### config.mk
export PLATFORM = sky130hd
export DESIGN_NAME = dcm_pll_rst_ctrl
export DESIGN_NICKNAME = d
export VERILOG_FILES = /design/src/rtl/dcm_pll_rst_ctrl_pkg.sv /design/src/rtl/sync_2ff.sv /design/src/rtl/dcm_pll_rst_ctrl.sv
export SDC_FILE = /design/constraint.sdc
export NUM_CORES = 1
export LEC_CHECK = 0
export BUFFER_PORTS_ARGS = -buffer_cell sky130_fd_sc_hd__buf_2
export CAP_MARGIN = 40
export CORE_ASPECT_RATIO = 1.2
export CORE_UTILIZATION = 25
export DETAILED_ROUTE_END_ITERATION = 7
export GPL_TIMING_DRIVEN = 0
export MAX_ROUTING_LAYER = met4
export SETUP_SLACK_MARGIN = 0.05
export SLEW_MARGIN = 20
export SYNTH_ARGS = -nofsm -noshare
export SYNTH_HDL_FRONTEND = slang
export SYNTH_SLANG_ARGS = --single-unit
### constraint.sdc
create_clock -name clk -period 4.6 [get_ports clk]
set_input_delay 0.92 -clock clk [delete_from_list [all_inputs] [get_ports clk]]
set_output_delay 0.92 -clock clk [all_outputs]
set_load 0.03 [all_outputs]
### src/rtl/dcm_pll_rst_ctrl_pkg.sv
// dcm_pll_rst_ctrl_pkg: state encoding, default timing constants and counter sizing for the DCM/PLL reset sequencer
package dcm_pll_rst_ctrl_pkg;
  typedef enum logic [2:0] {
    ST_HOLD      = 3'd0,
    ST_WAIT_LOCK = 3'd1,
    ST_STABLE    = 3'd2,
    ST_RUN       = 3'd3,
    ST_FAIL      = 3'd4
  } state_t;
  localparam int DEF_RST_HOLD_CYCLES = 16;
  localparam int DEF_LOCK_TIMEOUT    = 4096;
  localparam int DEF_STABLE_CYCLES   = 256;
  localparam int DEF_MAX_RETRIES     = 3;
  function automatic int cnt_width(input int a, input int b, input int c);
    int m;
    m = (a > b) ? a : b;
    m = (m > c) ? m : c;
    return $clog2(m);
  endfunction
endpackage

### src/rtl/sync_2ff.sv
// sync_2ff: single-bit two-flop synchronizer with synchronous active-low clear
module sync_2ff (
  input  logic clk,
  input  logic rst_n,
  input  logic d,
  output logic q
);
  logic meta;
  always_ff @(posedge clk) begin
    if (!rst_n) begin
      meta <= 1'b0;
      q    <= 1'b0;
    end else begin
      meta <= d;
      q    <= meta;
    end
  end
endmodule

### src/rtl/dcm_pll_rst_ctrl.sv
// dcm_pll_rst_ctrl: DCM/PLL reset/lock sequencer with timeout, retry and stable-lock release of system reset
module dcm_pll_rst_ctrl
  import dcm_pll_rst_ctrl_pkg::*;
#(
  parameter int RST_HOLD_CYCLES = DEF_RST_HOLD_CYCLES,
  parameter int LOCK_TIMEOUT    = DEF_LOCK_TIMEOUT,
  parameter int STABLE_CYCLES   = DEF_STABLE_CYCLES,
  parameter int MAX_RETRIES     = DEF_MAX_RETRIES
) (
  input  logic       clk,
  input  logic       rst_n,
  input  logic       locked_in,
  input  logic       force_rst,
  output logic       pll_rst,
  output logic       sys_rst_n,
  output logic       pll_ready,
  output logic       fail,
  output logic [1:0] retry_cnt,
  output logic [7:0] relock_cnt
);
  localparam int CW = cnt_width(RST_HOLD_CYCLES, LOCK_TIMEOUT, STABLE_CYCLES);
  localparam logic [CW-1:0] HOLD_LAST    = CW'(RST_HOLD_CYCLES - 1);
  localparam logic [CW-1:0] TIMEOUT_LAST = CW'(LOCK_TIMEOUT - 1);
  localparam logic [CW-1:0] STABLE_LAST  = CW'(STABLE_CYCLES - 1);
  state_t state, state_nx;
  logic [CW-1:0] cnt, cnt_nx;
  logic [1:0] retry_nx, retry_inc;
  logic [7:0] relock_nx;
  logic lock_s, give_up;
  sync_2ff u_lock_sync (
    .clk  (clk),
    .rst_n(rst_n),
    .d    (locked_in),
    .q    (lock_s)
  );
  always_comb begin
    state_nx  = state;
    cnt_nx    = cnt;
    retry_nx  = retry_cnt;
    relock_nx = relock_cnt;
    give_up   = int'(retry_cnt) >= MAX_RETRIES;
    retry_inc = (retry_cnt == 2'd3) ? 2'd3 : retry_cnt + 2'd1;
    if (force_rst) begin
      state_nx = ST_HOLD;
      cnt_nx   = '0;
      retry_nx = (state == ST_FAIL) ? 2'd0 : retry_cnt;
    end else begin
      case (state)
        ST_HOLD: begin
          state_nx = (cnt == HOLD_LAST) ? ST_WAIT_LOCK : ST_HOLD;
          cnt_nx   = (cnt == HOLD_LAST) ? '0 : cnt + CW'(1);
        end
        ST_WAIT_LOCK: begin
          if (lock_s) begin
            state_nx = ST_STABLE;
            cnt_nx   = '0;
          end else if (cnt == TIMEOUT_LAST) begin
            state_nx = give_up ? ST_FAIL : ST_HOLD;
            retry_nx = give_up ? retry_cnt : retry_inc;
            cnt_nx   = '0;
          end else begin
            cnt_nx = cnt + CW'(1);
          end
        end
        ST_STABLE: begin
          if (!lock_s) begin
            state_nx = give_up ? ST_FAIL : ST_HOLD;
            retry_nx = give_up ? retry_cnt : retry_inc;
            cnt_nx   = '0;
          end else if (cnt == STABLE_LAST) begin
            state_nx = ST_RUN;
            retry_nx = 2'd0;
            cnt_nx   = '0;
          end else begin
            cnt_nx = cnt + CW'(1);
          end
        end
        ST_RUN: begin
          if (!lock_s) begin
            state_nx  = ST_HOLD;
            cnt_nx    = '0;
            relock_nx = (relock_cnt == 8'hff) ? relock_cnt : relock_cnt + 8'd1;
          end
        end
        ST_FAIL: begin
          state_nx = ST_FAIL;
        end
        default: begin
          state_nx = ST_HOLD;
          cnt_nx   = '0;
        end
      endcase
    end
  end
  always_ff @(posedge clk) begin
    if (!rst_n) begin
      state      <= ST_HOLD;
      cnt        <= '0;
      retry_cnt  <= 2'd0;
      relock_cnt <= 8'd0;
      pll_rst    <= 1'b1;
      sys_rst_n  <= 1'b0;
      pll_ready  <= 1'b0;
      fail       <= 1'b0;
    end else begin
      state      <= state_nx;
      cnt        <= cnt_nx;
      retry_cnt  <= retry_nx;
      relock_cnt <= relock_nx;
      pll_rst    <= (state_nx == ST_HOLD) || (state_nx == ST_FAIL);
      sys_rst_n  <= state_nx == ST_RUN;
      pll_ready  <= state_nx == ST_RUN;
      fail       <= state_nx == ST_FAIL;
    end
  end
endmodule

==> flow_summary_export.csv <==
group,metric,value,unit
status,status,"finished, final reports clean",
synth,synth_cell_types,49,
synth,yosysTopAreaCell,"dfxtp_1",
setup_path,reg2reg_setup_slack,2.45,ns
cts,clockBufferDepth,2,
sta,tightest_slew,0.607,ns
sta,setup_viol_count_final,0,
synth,synth.area.top_cells,"dfxtp_1 39%, xnor2_1 4.0%, nor2_1 3.9%, nand2_1 3.6%, and2_1 2.8%",
sta,finalClockSkew,0.00349,ns
synth,syn_nets,179,
final_layout,multi_input_comb_area,898,um^2
cts,cts_sinks,30,
synth,yosysTopAreaCellShare,38.7,%
sta,min_period,2.15,ns
power_and_ir_drop,p_clk_share,42.9,%
final_layout,n_antenna_cell,0,
sta,setup_slack,2.45,ns
synth,ys.warnings.count,0,
synth,ys_ff_latch,30,
floorplan,rows,31,
run,maxCapViolations,0,
synth,netlist_instances,173,
global_routing,overflow,0,
place,placed_area,1740,um^2
power_and_ir_drop,seqPwrFrac,54.2,%
routing,wl_per_cell,12.0,um
final_layout,postLayoutCellArea,1820,um^2
global_routing,grt_pass1_vias,1237,
setup_path,end_kind,"flop",
setup_path,r2r-end,"cnt[10]$_SDFFE_PP0P_",
power_and_ir_drop,power.density,265,nW/um^2
cts,cts_resized,0,
routing,viasPerCell,4.74,
power_and_ir_drop,p_sw_share,21.0,%
cts,clk_pin_slew,0.06,ns
global_routing,grt_pass1_wl,5620,um
floorplan,dieWidth,73.9,um
power_and_ir_drop,internal_power,0.382,mW
synth,yosysSeqAreaShare,38.7,%
worst_hold_path,hold_depth,1,
sta,rsz0062_at_grt,"false",
setup_path,cp-start-kind,"flop",
place,gp_congestion,0.791,
sta,hold_viol_final,0,
floorplan,coreArea,6010,um^2
sta,drv_slew,0,
final_layout,nNetsFinal,203,
worst_hold_path,min-delay-start,"u_lock_sync.meta$_SDFF_PN0_",
synth,synthFlopType,"dfxtp_1",
floorplan,start_util,25.8,%
cts,cts_tree,"yes",
power_and_ir_drop,ir_drop,0.105,mV
routing,initialDrtViolationCount,59,
setup_path,critical_path_class,"reg -> reg",
routing,drc_errors,0,
synth,synth_enable_flop_cells,0,
worst_hold_path,hold_class,"reg -> reg",
sta,fin_crit_sh,46.7,%
setup_path,cp_max_fo,9,
cts,postCtsHoldBufs,0,
setup_path,worstPathArrival,2.30,ns
cts,cts-root-buf,"clkbuf_8",
setup_path,cp_common_cell,"and3_1",
floorplan,top_level_ports,18,
routing,ant_nets,0,
final_layout,layout-drive-gt1-share,18.4,%
synth,synth_area,1550,um^2
routing,dr.pass1.iters,4,
setup_path,timing.rr.start,"cnt[0]$_SDFFE_PP0P_",
cts,clock_latency,0.28,ns
synth,postSynthAreaPerCell,8.97,um^2
final_layout,layout_common_cells,"30 x dfxtp_1, 19 x buf_2, 16 x nor2_1",
final_layout,nFillCells,657,
sta,max_freq,465,MHz
final_layout,register_area,601,um^2
sta,setup_tns,0,ns
place,portBuffers,17,
final_layout,mostFrequentLayoutCell,"dfxtp_1",
synth,postSynth.asyncResetShare,0,%
setup_path,crit_chain,"ha_1 > and3_1 > clkbuf_2 > and3_1 > a41oi_2 > o31ai_4 > nor2_1",
worst_hold_path,min_to,"u_lock_sync.q$_SDFF_PN0_",
final_layout,syn2layout_area_growth,17.4,%
setup_path,reg2reg_depth,7,
power_and_ir_drop,switchingPower,0.102,mW
power_and_ir_drop,combPwrFrac,2.8,%
sta,relSlewSlack,59.5,%
place,pre_cts_ws,2.34,ns
cts,cts_buffers,5,
routing,vias,1317,
global_routing,antenna_found_initial,0,
routing,wirelength,3330,um
setup_path,required,4.75,ns
global_routing,grt_max_degree,11,
setup_path,crit_slowest_cell,"o31ai_4",
global_routing,grt.total_usage,11.6,%
cts,post_cts_buffers,0,
setup_path,critPathMaxStageDelay,0.52,ns
place,hpwl,2430,um
floorplan,die_area,6530,um^2
power_and_ir_drop,p_leak,0.669,nW
cts,htree_levels,2,
floorplan,fp.dieH,88.3,um
-- power by group through the flow --
stage / logic (mW) / registers (mW) / clock network (mW)
2_1_floorplan: 0.00877 / 0.268 / 0
3_3_place_gp: 0.0138 / 0.268 / 0
3_5_place_dp: 0.0138 / 0.268 / 0
4_1_cts: 0.0139 / 0.262 / 0.216
5_1_grt: 0.0154 / 0.262 / 0.225
6_report: 0.0137 / 0.262 / 0.208
-- cell families (layout without fill, tap and decap cells) --
group	after synthesis	after routing	share of synthesized area, %
flops	30	30	38.7
compound gates	37	37	19.4
xor+xnor	12	12	6.77
buf+inv	11	34	3.39
fa+ha+maj	2	2	1.61
mux	2	2	1.29
simple gates	79	79	28.9
-- registers in the layout (all words and copies together) (netlist names) --
| name | count |
|---|---|
| state | 3 |
| retry_cnt | 2 |
| u_lock_sync.meta | 1 |
| u_lock_sync.q | 1 |
| pll_ready | 1 |
| fail | 1 |
| pll_rst | 1 |
| relock_cnt | 8 |
| cnt | 12 |
-- cell type report --
| type | count | share of cell area, % |
|---|---|---|
| Timing Repair Buffer | 17 | 4.67 |
| Inverter | 3 | 0.618 |
| Buffer | 8 | 2.27 |
| Clock buffer | 6 | 4.53 |
| Multi-Input combinational cell | 132 | 49.3 |
| Tap cell | 82 | 5.63 |
| Sequential cell | 30 | 33.0 |
-- layer usage --
layer | up-vias | part of all wire (%) | track usage, % | wire length [um]
li1 | 673 | - | - | -
met1 | 613 | 48 | 13.5 | 1590
met2 | 23 | 47 | 18.6 | 1560
met3 | 8 | 3.8 | 3.64 | 126
met4 | 0 | 1.6 | 4.20 | 52
met5 | - | 0 | - | 0
-- cells in the mapped netlist, types with 3 or more instances --
| cell type | instances |
|---|---|
| dfxtp_1 | 30 |
| nor2_1 | 16 |
| nand2_1 | 15 |
| nand3_1 | 8 |
| a21oi_1 | 7 |
| and2_1 | 7 |
| xnor2_1 | 7 |
| nand2b_1 | 5 |
| nor2b_1 | 5 |
| xor2_1 | 5 |
| a211oi_1 | 4 |
| and3_1 | 4 |
| nor3_1 | 4 |
| clkbuf_1 | 3 |
| inv_1 | 3 |
| nor4_1 | 3 |
| o21ai_0 | 3 |
| o31ai_1 | 3 |
-- worst max-delay path, delay by kind of cell, from the launching register on --
family	cells	cell delay [ns]
buffers and inverters	1	0.18
AO/OA/AOI/OAI	2	0.77
flip-flops	1	0.37
AND/OR/NAND/NOR	3	0.52
adder cells (fa/ha/maj)	1	0.18
-- metrics by stage --
stage / total power, mW / std cells / utilization, % / hold WS [ns]
3_5_place_dp: 0.282 / 272 / 28.9 / 0.423
6_report: 0.484 / 278 / 30.3 / 0.436
5_1_grt: 0.503 / 278 / 30.3 / 0.450
3_3_place_gp: 0.282 / 272 / 28.9 / 0.420
2_1_floorplan: 0.277 / 173 / - / 0.412
4_1_cts: 0.492 / 278 / 30.3 / 0.438
-- how the worst max path moves through the flow --
| stage | end | slack [ns] | cells after the start | from |
|---|---|---|---|---|
| floorplan | relock_cnt[5]$_SDFFE_PN0P_ | 2.65 | 4 | force_rst |
| global placement | relock_cnt[5]$_SDFFE_PN0P_ | 2.37 | 5 | force_rst |
| detailed placement | relock_cnt[7]$_SDFFE_PN0P_ | 2.34 | 5 | force_rst |
| CTS | cnt[10]$_SDFFE_PP0P_ | 2.45 | 7 | cnt[0]$_SDFFE_PP0P_ |
| global route | cnt[11]$_SDFFE_PP0P_ | 2.27 | 7 | cnt[0]$_SDFFE_PP0P_ |
| finish | cnt[10]$_SDFFE_PP0P_ | 2.45 | 7 | cnt[0]$_SDFFE_PP0P_ |
Note: power is estimated with default switching activity, not from simulation.
